--- config.mk ---
export PLATFORM = sky130hd
export DESIGN_NAME = alu_muldiv_seq_flat
export DESIGN_NICKNAME = d
export VERILOG_FILES = /design/src/rtl/alu_pkg.sv /design/src/rtl/alu_muldiv_seq_if.sv /design/src/rtl/alu_muldiv_seq.sv /design/src/flat_wrapper.sv
export SDC_FILE = /design/constraint.sdc
export NUM_CORES = 1
export LEC_CHECK = 0
export CAP_MARGIN = 15
export CORE_UTILIZATION = 40
export CTS_CLUSTER_SIZE = 8
export DETAILED_ROUTE_END_ITERATION = 8
export HOLD_SLACK_MARGIN = 0.02
export PLACE_DENSITY = 0.72
export REMOVE_ABC_BUFFERS = 1
export SYNTH_ARGS = -nofsm -noshare
export SYNTH_HDL_FRONTEND = slang
export SYNTH_SLANG_ARGS = --single-unit
--- constraint.sdc ---
create_clock -name clk -period 2.1 [get_ports clk]
set_input_delay 0.525 -clock clk [delete_from_list [all_inputs] [get_ports clk]]
set_output_delay 0.525 -clock clk [all_outputs]
set_load 0.1 [all_outputs]
--- src/rtl/alu_pkg.sv ---
// Shared ALU definitions: ALUFun codes, MULT/DIV op encodings and the sequencer state enum.
package alu_pkg;

   localparam logic [5:0] ALU_ADD = 6'b000000;
   localparam logic [5:0] ALU_SUB = 6'b000001;
   localparam logic [5:0] ALU_AND = 6'b011000;
   localparam logic [5:0] ALU_OR  = 6'b011110;
   localparam logic [5:0] ALU_XOR = 6'b010110;
   localparam logic [5:0] ALU_NOR = 6'b010001;
   localparam logic [5:0] ALU_SLL = 6'b100000;
   localparam logic [5:0] ALU_SRL = 6'b100001;
   localparam logic [5:0] ALU_SRA = 6'b100011;

   // op[0] selects divide, op[1] selects signed
   typedef enum logic [1:0] {
      OP_MULTU = 2'b00,
      OP_DIVU  = 2'b01,
      OP_MULT  = 2'b10,
      OP_DIV   = 2'b11
   } md_op_e;

   typedef enum logic [2:0] {
      ST_IDLE   = 3'd0,
      ST_NEG_A  = 3'd1,
      ST_NEG_B  = 3'd2,
      ST_RUN    = 3'd3,
      ST_NEG_LO = 3'd4,
      ST_NEG_HI = 3'd5,
      ST_DONE   = 3'd6
   } md_state_e;

endpackage

--- src/rtl/alu_muldiv_seq_if.sv ---
// Request, result and borrowed-ALU signals of the MULT/DIV sequencer.
interface alu_muldiv_seq_if #(
   parameter int WIDTH = 32
);
   logic             start;
   logic [1:0]       op;
   logic [WIDTH-1:0] src_a;
   logic [WIDTH-1:0] src_b;
   logic             busy;
   logic             done;
   logic [WIDTH-1:0] hi;
   logic [WIDTH-1:0] lo;
   logic             alu_own;
   logic [WIDTH-1:0] alu_a;
   logic [WIDTH-1:0] alu_b;
   logic [5:0]       alu_fun;
   logic [WIDTH-1:0] alu_s;

   modport master (
      output start, op, src_a, src_b, alu_s,
      input  busy, done, hi, lo, alu_own, alu_a, alu_b, alu_fun
   );

   modport slave (
      input  start, op, src_a, src_b, alu_s,
      output busy, done, hi, lo, alu_own, alu_a, alu_b, alu_fun
   );
endinterface

--- src/rtl/alu_muldiv_seq.sv ---
// Multi-cycle MULT/DIV into HI/LO, one shift-add / restoring-subtract step per cycle on the shared ALU.
// Optional signed support under SIGNED_MULDIV_EN (adds NEG_A/NEG_B before RUN, NEG_LO/NEG_HI after).
module alu_muldiv_seq
   import alu_pkg::*;
#(
   parameter int WIDTH = 32,
   parameter int CNT_W = 6
) (
   input  logic            clk,
   input  logic            rst_n,
   alu_muldiv_seq_if.slave bus
);

   md_state_e        state_q;
   logic [WIDTH-1:0] hi_q, lo_q, opnd_q;
   logic [CNT_W-1:0] cnt_q;
   logic             is_div_q;
   logic             busy_q, done_q, own_q;
   logic [5:0]       fun_q;
`ifdef SIGNED_MULDIV_EN
   logic             sa_q, sb_q, lo_zero_q;
`endif

   logic [WIDTH-1:0] rem_shift;
   logic             carry, div_take, last_iter;
   logic [WIDTH-1:0] opa, opb;

   assign rem_shift = {hi_q[WIDTH-2:0], lo_q[WIDTH-1]};
   assign carry     = bus.alu_s < hi_q;
   // hi[W-1] set means the shifted remainder overflowed WIDTH bits, so it exceeds any divisor
   assign div_take  = hi_q[WIDTH-1] | (rem_shift >= opnd_q);
   assign last_iter = (cnt_q == CNT_W'(WIDTH - 1));

   always_comb begin
      opa = '0;
      opb = '0;
      case (state_q)
         ST_RUN: begin
            opa = is_div_q ? rem_shift : hi_q;
            opb = opnd_q;
         end
`ifdef SIGNED_MULDIV_EN
         ST_NEG_A, ST_NEG_LO: opb = lo_q;
         ST_NEG_B:            opb = opnd_q;
         ST_NEG_HI: begin
            if (is_div_q) begin
               opb = hi_q;
            end else begin
               // upper half of a 64-bit negate: ~hi plus the carry out of ~lo+1
               opa = ~hi_q;
               opb = {{(WIDTH-1){1'b0}}, lo_zero_q};
            end
         end
`endif
         default: ;
      endcase
   end

   always_ff @(posedge clk or negedge rst_n) begin
      if (!rst_n) begin
         state_q   <= ST_IDLE;
         hi_q      <= '0;
         lo_q      <= '0;
         opnd_q    <= '0;
         cnt_q     <= '0;
         is_div_q  <= 1'b0;
         busy_q    <= 1'b0;
         done_q    <= 1'b0;
         own_q     <= 1'b0;
         fun_q     <= ALU_ADD;
`ifdef SIGNED_MULDIV_EN
         sa_q      <= 1'b0;
         sb_q      <= 1'b0;
         lo_zero_q <= 1'b0;
`endif
      end else begin
         case (state_q)
            ST_IDLE: begin
               if (bus.start) begin
                  hi_q     <= '0;
                  lo_q     <= bus.src_a;
                  opnd_q   <= bus.src_b;
                  cnt_q    <= '0;
                  is_div_q <= bus.op[0];
                  busy_q   <= 1'b1;
                  own_q    <= 1'b1;
`ifdef SIGNED_MULDIV_EN
                  sa_q     <= bus.op[1] & bus.src_a[WIDTH-1];
                  sb_q     <= bus.op[1] & bus.src_b[WIDTH-1];
                  fun_q    <= ALU_SUB;
                  state_q  <= ST_NEG_A;
`else
                  fun_q    <= bus.op[0] ? ALU_SUB : ALU_ADD;
                  state_q  <= ST_RUN;
`endif
               end
            end
`ifdef SIGNED_MULDIV_EN
            ST_NEG_A: begin
               if (sa_q) lo_q <= bus.alu_s;
               state_q <= ST_NEG_B;
            end
            ST_NEG_B: begin
               if (sb_q) opnd_q <= bus.alu_s;
               fun_q   <= is_div_q ? ALU_SUB : ALU_ADD;
               state_q <= ST_RUN;
            end
`endif
            ST_RUN: begin
               if (is_div_q) begin
                  hi_q <= div_take ? bus.alu_s : rem_shift;
                  lo_q <= {lo_q[WIDTH-2:0], div_take};
               end else if (lo_q[0]) begin
                  hi_q <= {carry, bus.alu_s[WIDTH-1:1]};
                  lo_q <= {bus.alu_s[0], lo_q[WIDTH-1:1]};
               end else begin
                  hi_q <= {1'b0, hi_q[WIDTH-1:1]};
                  lo_q <= {hi_q[0], lo_q[WIDTH-1:1]};
               end
               cnt_q <= cnt_q + 1'b1;
               if (last_iter) begin
`ifdef SIGNED_MULDIV_EN
                  fun_q   <= ALU_SUB;
                  state_q <= ST_NEG_LO;
`else
                  own_q   <= 1'b0;
                  fun_q   <= ALU_ADD;
                  done_q  <= 1'b1;
                  state_q <= ST_DONE;
`endif
               end
            end
`ifdef SIGNED_MULDIV_EN
            ST_NEG_LO: begin
               lo_zero_q <= (lo_q == '0);
               if (sa_q ^ sb_q) lo_q <= bus.alu_s;
               fun_q   <= is_div_q ? ALU_SUB : ALU_ADD;
               state_q <= ST_NEG_HI;
            end
            ST_NEG_HI: begin
               // remainder follows the dividend sign; product high half follows the result sign
               if (is_div_q ? sa_q : (sa_q ^ sb_q)) hi_q <= bus.alu_s;
               own_q   <= 1'b0;
               fun_q   <= ALU_ADD;
               done_q  <= 1'b1;
               state_q <= ST_DONE;
            end
`endif
            ST_DONE: begin
               busy_q  <= 1'b0;
               done_q  <= 1'b0;
               state_q <= ST_IDLE;
            end
            default: state_q <= ST_IDLE;
         endcase
      end
   end

   assign bus.busy    = busy_q;
   assign bus.done    = done_q;
   assign bus.hi      = hi_q;
   assign bus.lo      = lo_q;
   assign bus.alu_own = own_q;
   assign bus.alu_fun = fun_q;
   assign bus.alu_a   = opa;
   assign bus.alu_b   = opb;

endmodule

--- src/flat_wrapper.sv ---
// flat-port wrapper written by rule: the top's interface ports become plain ports
module alu_muldiv_seq_flat import alu_pkg::*;
#(
   parameter int WIDTH = 32,
   parameter int CNT_W = 6
)
  (clk, rst_n, bus_start, bus_op, bus_src_a, bus_src_b, bus_alu_s, bus_busy, bus_done, bus_hi, bus_lo, bus_alu_own, bus_alu_a, bus_alu_b, bus_alu_fun);
  alu_muldiv_seq_if #(.WIDTH(WIDTH)) bus_i ();
  input  logic clk;
  input  logic rst_n;
  input wire logic [$bits(bus_i.start)-1:0] bus_start;
  input wire logic [$bits(bus_i.op)-1:0] bus_op;
  input wire logic [$bits(bus_i.src_a)-1:0] bus_src_a;
  input wire logic [$bits(bus_i.src_b)-1:0] bus_src_b;
  input wire logic [$bits(bus_i.alu_s)-1:0] bus_alu_s;
  output wire logic [$bits(bus_i.busy)-1:0] bus_busy;
  output wire logic [$bits(bus_i.done)-1:0] bus_done;
  output wire logic [$bits(bus_i.hi)-1:0] bus_hi;
  output wire logic [$bits(bus_i.lo)-1:0] bus_lo;
  output wire logic [$bits(bus_i.alu_own)-1:0] bus_alu_own;
  output wire logic [$bits(bus_i.alu_a)-1:0] bus_alu_a;
  output wire logic [$bits(bus_i.alu_b)-1:0] bus_alu_b;
  output wire logic [$bits(bus_i.alu_fun)-1:0] bus_alu_fun;
  assign bus_i.start = bus_start;
  assign bus_i.op = bus_op;
  assign bus_i.src_a = bus_src_a;
  assign bus_i.src_b = bus_src_b;
  assign bus_i.alu_s = bus_alu_s;
  assign bus_busy = bus_i.busy;
  assign bus_done = bus_i.done;
  assign bus_hi = bus_i.hi;
  assign bus_lo = bus_i.lo;
  assign bus_alu_own = bus_i.alu_own;
  assign bus_alu_a = bus_i.alu_a;
  assign bus_alu_b = bus_i.alu_b;
  assign bus_alu_fun = bus_i.alu_fun;
  alu_muldiv_seq #(.WIDTH(WIDTH), .CNT_W(CNT_W)) u_core (.clk(clk), .rst_n(rst_n), .bus(bus_i));
endmodule
==> impl_metrics.json, run 1 <==
{
  "status": "finished, violations left",
  "violations": "setup timing",
  "root_buffer": "clkbuf_16",
  "vias": 8738,
  "ys.flop_type": "dfrtp_1",
  "report.final.slew_viol_count": 0,
  "end_kind": "register",
  "hold_viol": 0,
  "tightest_slew_ns": 0.541,
  "place_worst_setup_slack_ns": -1.02,
  "grt_overflow_total": 0,
  "ys_seq_area_frac": 0.348,
  "period_needed_ns": 2.52,
  "arrival_ns": 2.82,
  "nets": 1513,
  "io_pins": 238,
  "dieArea_sq_um": 20300,
  "finalClockSkew_ns": 0.0139,
  "first_pass_iters": 5,
  "start_util": 0.408,
  "wl_per_cell_um": 18.2,
  "drive_above_1_share": 0.377,
  "seq_area_sq_um": 2760,
  "synth.ff_latch_count": 110,
  "fmaxAchievable_mhz": 397,
  "yosys_warnings": 0,
  "track_usage": 0.283,
  "dp_hpwl_um": 18700,
  "synth_edf_count": 0,
  "synth.area.top_cells": "dfrtp_1, ha_1, mux2i_1",
  "netlist_area_sq_um": 7910,
  "postRouteAntennaNets": 0,
  "antenna_found_initial": 1,
  "syn_area_per_cell_sq_um": 8.23,
  "routed_via_density": 5.40,
  "cts_tree": "built",
  "cp-start-kind": "primary input",
  "fin_area_sq_um": 14600,
  "cts_hold_buf": 0,
  "synth.distinct_cells": 47,
  "remaining_drc_errors": 0,
  "num-fill-cells": 1315,
  "cts-htree-levels": 3,
  "area_delta_synth_final_pct": 84.7,
  "grt_pass1_vias": 8771,
  "portBuffers": 231,
  "num_rows": 51,
  "core_area_sq_um": 19400,
  "clk_path_buf_depth": 2,
  "hold_class": "in2async",
  "clk_latency_ns": 0.37,
  "yosys.area.top_type_share": 0.348,
  "die_w_um": 143,
  "yosys.area.top_type": "dfrtp_1",
  "gp_congestion": 0.863,
  "synthCells": 961,
  "slew_headroom": 0.636,
  "setup.worst_path.class": "in2reg",
  "finalSetupViolCount": 96,
  "grt_max_degree": 57,
  "worst-r2r-cell-count": 11,
  "synth.most_common_cell": "nand2_1",
  "drv_cap": 0,
  "grt_pass1_wl_um": 45000,
  "yosys-top-cells-count": "nand2_1, dfrtp_1, nor2_1",
  "die_h_um": 143,
  "async_flop_share": 1.00,
  "rsz0062_at_grt": "yes",
  "multi_input_area_sq_um": 5640,
  "wl_um": 29500,
  "numCtsBuffers": 9,
  "holdWs_ns": 0.114,
  "period_share": 1.20,
  "clock_sinks": 110,
  "drt-initial-drc-count": 513,
  "place_area_sq_um": 12500,
  "crit_required_ns": 2.40,
  "clkTransAtPathRegs_ns": 0.08,
  "worst_slack_ns": -0.417,
  "final_util": 0.753,
  "path_max_fanout": 3
}
[cell usage in the layout, fill, tap and decap left out, types with 5 or more instances in the layout]
cell type        netlist  layout
nor2b_1               32      31
nand4_1               10      10
a21oi_1               25      23
conb_1                 1       5
o21ai_0               53      50
ha_1                  64      48
inv_2                  0       8
nand3_1                7       7
nor2_1               104      40
clkbuf_16              0      11
nor2_4                 1      66
ha_4                   0      16
inv_1                 68      60
clkdlybuf4s50_1        0      91
buf_4                  5     195
buf_16                 0       5
mux2i_4                0      10
o21a_1                31      31
buf_6                  0      17
dlymetal6s2s_1         0       5
a31oi_1               63      62
buf_12                 3     123
mux2i_1               67      33
mux2i_2                0      24
a211oi_1              63      62
dfrtp_1              110     105
nand2_1              151     150
[path summary, 6_finish.rpt]
check	slack (ns)	to	startpoint
worst min register to register	0.53	u_core.cnt_q[5]	u_core.cnt_q[5]
min in group clk	0.53	u_core.cnt_q[5]	u_core.cnt_q[5]
worst max register to register	-0.41	u_core.bus.hi[28]	u_core.bus.hi[22]
worst min-delay path	0.11	u_core.bus.hi[24]	rst_n
worst max-delay path	-0.42	u_core.bus.hi[31]	bus_alu_s[4]
max in group asynchronous	1.35	u_core.opnd_q[30]	rst_n
[registers in the layout, summed over array words and instances, names as in the netlist]
signal,cells
u_core.bus.alu_own,1
u_core.bus.busy,1
u_core.bus.done,1
u_core.bus.hi,32
u_core.state_q,3
u_core.cnt_q,6
u_core.is_div_q,1
u_core.bus.alu_fun,1
u_core.opnd_q,32
u_core.bus.lo,32
[metrics by stage]
stage          TNS [ns]  std cells
2_1_floorplan   -419.98        896
3_3_place_gp     -15.36       1543
3_5_place_dp     -15.79       1543
4_1_cts          -23.16       1604
5_1_grt          -24.09       1619
6_report         -17.79       1619
[cell families after synthesis]
logic type | synth area share
fa+ha+maj | 0.101
xor+xnor | 0.00111
compound gates | 0.216
other cells | 0.000474
flops | 0.348
buf+inv | 0.0735
mux | 0.0848
simple gates | 0.175
[layout make-up]
class / instances / area share
Multi-Input combinational cell: 718 / 0.386
Timing Repair Buffer: 441 / 0.365
Sequential cell: 110 / 0.189
Tap cell: 265 / 0.0227
Inverter: 68 / 0.0175
Clock buffer: 9 / 0.0154
Clock inverter: 7 / 0.00428
Antenna cell: 1 / 0.000171
[worst max-delay path: stages]
cell and delay (ns):
clkdlybuf4s50_1 0.59, ha_4 0.25, a211oi_2 0.22, o21ai_1 0.11, a31oi_2 0.27, a2111oi_4 0.08, buf_4 0.17, a2111oi_2 0.30
nand2b_1 0.15, a32o_1 0.15
[metal layers]
| metal | part of all wire | global-route usage | vias up |
|---|---|---|---|
| met2 | 0.51 | 0.482 | 309 |
| met1 | 0.40 | 0.352 | 4216 |
| met5 | 0 | 0 | - |
| met4 | 0.029 | 0.115 | 0 |
| li1 | - | - | 4157 |
| met3 | 0.060 | 0.0506 | 56 |
[repair_timing]
item / CTS / global route
resized for setup: 215 / 73
endpoints found under the setup margin: 97 / 96
pin swaps: 64 / 46
gates cloned: 10 / 2
buffers inserted: 37 / 23
Power of run 1 is left out: the tool's default activity adds up to more than one toggle a clock period on the data nets, which glitch-free logic cannot reach.
==> run 2, diff against run 1 <==
--- a/config.mk
+++ b/config.mk
@@ -12,6 +12,7 @@
 export HOLD_SLACK_MARGIN = 0.02
 export PLACE_DENSITY = 0.72
 export REMOVE_ABC_BUFFERS = 1
+export SKIP_CTS_REPAIR_TIMING = 1
 export SYNTH_ARGS = -nofsm -noshare
 export SYNTH_HDL_FRONTEND = slang
 export SYNTH_SLANG_ARGS = --single-unit
==> run 2 against run 1 <==
Against the previous run:
- the run still ends with setup timing left
- global-route usage decreased by 3.6 points
- worst hold slack got worse by 0.0062 ns
- final cell count fell by 3.3%
- register-to-register slack about the same
- sequential share of layout area rose by 1.9 points
- sequential cell count unchanged
- via count down 4.9%
- fmax fell by 1.5%
- non-clock buffer count shrank 52
- largest cell class unchanged
- highest routed layer unchanged
==> impl_metrics.json, run 2 (synthesis results as in run 1) <==
{
  "violations": "setup timing",
  "end_kind": "register",
  "hold_viol": 0,
  "layout_common_cells": "buf_4, nand2_1, buf_12, dfrtp_1, clkdlybuf4s50_1",
  "hold_class": "in2async",
  "dieArea_sq_um": 20300,
  "reg2reg_from": "u_core.bus.hi[20]",
  "drive_above_1_share": 0.310,
  "start_util": 0.408,
  "vias": 8313,
  "setup.worst_path.class": "in2reg",
  "final_common_cell": "buf_4",
  "numCtsBuffers": 9,
  "worst-r2r-cell-count": 10,
  "crit_required_ns": 2.40,
  "rsz0062_at_grt": "yes",
  "multi_input_area_sq_um": 5000,
  "grt_pass1_vias": 8136,
  "cp-start-kind": "primary input",
  "clk_latency_ns": 0.36,
  "track_usage": 0.246,
  "wl_um": 25300,
  "status": "finished, violations left",
  "period_share": 1.22,
  "clock_sinks": 110,
  "first_pass_iters": 5,
  "antenna_found_initial": 0,
  "tns_ns": -16.22,
  "fmaxAchievable_mhz": 391,
  "final_util": 0.684,
  "cts-htree-levels": 3,
  "place_inst": 1543,
  "arrival_ns": 2.85,
  "num-fill-cells": 1541,
  "die_h_um": 143,
  "period_needed_ns": 2.55,
  "num_rows": 51,
  "cts_tree": "built",
  "finalClockSkew_ns": 0.00867,
  "clk_path_buf_depth": 2,
  "drv_cap": 0,
  "regToRegSetupSlack_ns": -0.40,
  "tightest_slew_ns": 0.536,
  "grt_overflow_total": 0,
  "finalSetupViolCount": 94,
  "wl_per_cell_um": 16.1,
  "io_pins": 238,
  "core_area_sq_um": 19400,
  "slew_headroom": 0.639,
  "r2r_end": "u_core.bus.hi[10]",
  "portBuffers": 231,
  "area_delta_synth_final_pct": 67.6,
  "path_max_fanout": 3,
  "routed_via_density": 5.31,
  "finalNonFillerCells": 1566,
  "die_w_um": 143,
  "clkTransAtPathRegs_ns": 0.08,
  "nets": 1461,
  "grt_pass1_wl_um": 39800,
  "dp_hpwl_um": 18700,
  "postRouteAntennaNets": 0,
  "remaining_drc_errors": 0,
  "root_buffer": "clkbuf_16",
  "gp_congestion": 0.863,
  "antenna_cells": 0,
  "seq_area_sq_um": 2760,
  "report.final.slew_viol_count": 0,
  "grt_max_degree": 57,
  "worst_slack_ns": -0.454,
  "drt-initial-drc-count": 393
}
## run 2: changes by cell type in the layout (fill, tap and decap cells not counted), sizes merged
| cell | before | now |
|---|---|---|
| buf | 340 | 291 |
| bufbuf | 1 | 0 |
| clkbuf | 11 | 9 |
| clkdlybuf4s50 | 91 | 96 |
| diode | 1 | 0 |
| dlygate4sd2 | 2 | 0 |
| dlymetal6s2s | 5 | 2 |
## run 2: how the worst max path moves through the flow
stage	startpoint	to	slack, ns	depth (start not counted)
6_report	bus_alu_s[4]	u_core.bus.hi[31]	-0.45	10
5_1_grt	u_core.bus.hi[19]	u_core.bus.hi[16]	-0.50	10
4_1_cts	bus_alu_s[23]	u_core.bus.hi[31]	-0.66	9
3_5_place_dp	bus_alu_s[23]	u_core.bus.hi[31]	-1.02	9
3_3_place_gp	bus_alu_s[23]	u_core.bus.hi[31]	-0.91	9
2_1_floorplan	u_core.state_q[1]	bus_alu_b[10]	-3.17	3
## run 2: layer usage
layer  vias up  track usage  wire length, um
li1       4046            -                -
met1      4013        0.309            10800
met2       211        0.424            12600
met3        43       0.0466             1310
met4         0       0.0832              629
met5         -            0                0
## run 2: critical path, cell delays in order
cell and delay (ns):
clkdlybuf4s50_1 0.53, ha_1 0.28, a211oi_1 0.25, o21ai_1 0.11
a31oi_2 0.26, a2111oi_4 0.08, buf_4 0.17, a2111oi_2 0.34
nand2b_1 0.15, a32o_1 0.15
## run 2: layout make-up
| class | count | area share |
|---|---|---|
| Timing Repair Buffer | 389 | 0.349 |
| Clock inverter | 7 | 0.00472 |
| Sequential cell | 110 | 0.208 |
| Multi-Input combinational cell | 718 | 0.377 |
| Clock buffer | 9 | 0.0170 |
| Inverter | 68 | 0.0192 |
| Tap cell | 265 | 0.0250 |
## run 2: through the flow
| stage | area [sq um] | hold WS (ns) | worst slack (ns) |
|---|---|---|---|
| 2_1_floorplan | 7600 | 0.229 | -3.17 |
| 3_3_place_gp | 12500 | 0.495 | -0.913 |
| 3_5_place_dp | 12500 | 0.510 | -1.02 |
| 4_1_cts | 12800 | 0.126 | -0.660 |
| 5_1_grt | 13300 | 0.134 | -0.499 |
| 6_report | 13300 | 0.108 | -0.454 |
Power of run 2 is left out for the same reason.
==> run 3, diff against run 2 <==
--- a/config.mk
+++ b/config.mk
@@ -6,6 +6,7 @@
 export NUM_CORES = 1
 export LEC_CHECK = 0
 export CAP_MARGIN = 15
+export CORE_ASPECT_RATIO = 0.8
 export CORE_UTILIZATION = 40
 export CTS_CLUSTER_SIZE = 8
 export DETAILED_ROUTE_END_ITERATION = 8
@@ -13,6 +14,7 @@
 export PLACE_DENSITY = 0.72
 export REMOVE_ABC_BUFFERS = 1
 export SKIP_CTS_REPAIR_TIMING = 1
+export SLEW_MARGIN = 20
 export SYNTH_ARGS = -nofsm -noshare
 export SYNTH_HDL_FRONTEND = slang
 export SYNTH_SLANG_ARGS = --single-unit
==> run 3 against run 2 <==
Against the previous run:
- the flow still finishes with violations (setup timing)
- worst hold slack got worse by 0.013 ns
- sequential share of layout area is 1.5 points lower
- sequential cell count unchanged
- first-iteration DRC count is 81% higher
- via count grew 5.5%
- non-clock buffer count up 37
- final cell count increased by 2.0%
- global-route usage down 0.063 points
- register-to-register slack got worse by 0.15 ns
==> impl_metrics.json, run 3 (synthesis results as in run 1) <==
{
  "layout_common_cells": "buf_4, nand2_1, buf_12, dfrtp_1, clkdlybuf4s50_1",
  "finalSetupViolCount": 97,
  "antenna_found_initial": 0,
  "numCtsBuffers": 9,
  "track_usage": 0.246,
  "worst-r2r-cell-count": 11,
  "wl_met2_um": 14300,
  "period_needed_ns": 2.65,
  "drt-initial-drc-count": 710,
  "tightest_slew_ns": 0.541,
  "vias": 8774,
  "cts_tree": "built",
  "hold_viol": 0,
  "grt_max_degree": 63,
  "die_h_um": 128,
  "dp_hpwl_um": 18900,
  "start_util": 0.413,
  "rsz0062_at_grt": "yes",
  "cts-htree-levels": 3,
  "antenna_cells": 0,
  "finalClockSkew_ns": 0.0113,
  "cp-start-kind": "register",
  "grt_pass1_wl_um": 40600,
  "root_buffer": "clkbuf_16",
  "postRouteAntennaNets": 0,
  "gp_congestion": 0.799,
  "r2r_end": "u_core.bus.hi[16]",
  "num_rows": 45,
  "seq_area_sq_um": 2760,
  "remaining_drc_errors": 0,
  "area_delta_synth_final_pct": 80.8,
  "final_common_cell": "buf_4",
  "report.final.slew_viol_count": 0,
  "num-fill-cells": 1305,
  "path_max_fanout": 6,
  "setup.worst_path.class": "reg2reg",
  "hold_class": "in2async",
  "routed_via_density": 5.49,
  "grt_overflow_total": 0,
  "grt_pass1_vias": 7888,
  "fmaxAchievable_mhz": 378,
  "clk_path_buf_depth": 2,
  "dr.max_layer_used": "met4",
  "arrival_ns": 2.92,
  "portBuffers": 231,
  "wl_um": 30400,
  "end_kind": "register",
  "crit_required_ns": 2.37,
  "worst_slack_ns": -0.545,
  "regToRegSetupSlack_ns": -0.55,
  "status": "finished, violations left",
  "multi_input_area_sq_um": 5430,
  "wl_met1_um": 13700,
  "io_pins": 238,
  "dr_wl_met3_um": 1930,
  "violations": "setup timing",
  "final_util": 0.747,
  "die_w_um": 159,
  "clk_latency_ns": 0.37,
  "slew_headroom": 0.636,
  "clock_sinks": 110,
  "drv_cap": 0,
  "nets": 1500,
  "reg2reg_from": "u_core.bus.hi[23]",
  "drive_above_1_share": 0.344,
  "first_pass_iters": 5,
  "dieArea_sq_um": 20300,
  "wl_per_cell_um": 19.0,
  "period_share": 1.26,
  "core_area_sq_um": 19100,
  "clkTransAtPathRegs_ns": 0.08
}
run 3: final cells by class:
type	instances	share of cell area
multi-input cells	720	0.380
repair buffers	426	0.367
flip-flops and latches	110	0.193
well taps	258	0.0226
inverters	68	0.0178
clock buffers	9	0.0157
clock inverters	6	0.00385
run 3: how the worst max path moves through the flow:
stage          slack (ns)         startpoint           endpoint  cells after the start
2_1_floorplan       -3.17  u_core.state_q[1]      bus_alu_b[10]                      3
3_3_place_gp        -0.90      bus_alu_s[22]  u_core.bus.hi[31]                      9
3_5_place_dp        -1.02      bus_alu_s[22]  u_core.bus.hi[31]                      9
4_1_cts             -0.66      bus_alu_s[22]  u_core.bus.hi[31]                      9
5_1_grt             -0.62  u_core.bus.hi[23]  u_core.bus.hi[16]                     11
6_report            -0.55  u_core.bus.hi[23]  u_core.bus.hi[16]                     11
run 3: metrics by stage:
stage | setup slack (ns) | hold slack (ns) | cells | TNS [ns] | cell area, sq um
finish | -0.545 | 0.0946 | 1597 | -31.85 | 14300
CTS | -0.657 | 0.103 | 1545 | -29.97 | 12700
floorplan | -3.17 | 0.229 | 896 | -419.98 | 7600
detailed placement | -1.02 | 0.491 | 1530 | -15.25 | 12400
global placement | -0.896 | 0.486 | 1530 | -13.94 | 12400
global route | -0.619 | 0.120 | 1597 | -38.64 | 14300
run 3: critical path, stage by stage (launching register included):
cell	delay, ns
dfrtp_1	0.40
buf_6	0.13
ha_4	0.25
nand4_1	0.16
or4_4	0.62
nor2_4	0.15
o2bb2ai_4	0.15
nor2_4	0.06
buf_6	0.13
buf_12	0.14
mux2i_4	0.18
a31oi_1	0.19
run 3: routing by layer:
metal / vias up / track usage
met5: - / 0
met1: 4263 / 0.346
met3: 40 / 0.0411
met2: 338 / 0.396
li1: 4133 / -
met4: 0 / 0.0532
Power of run 3 is left out for the same reason.
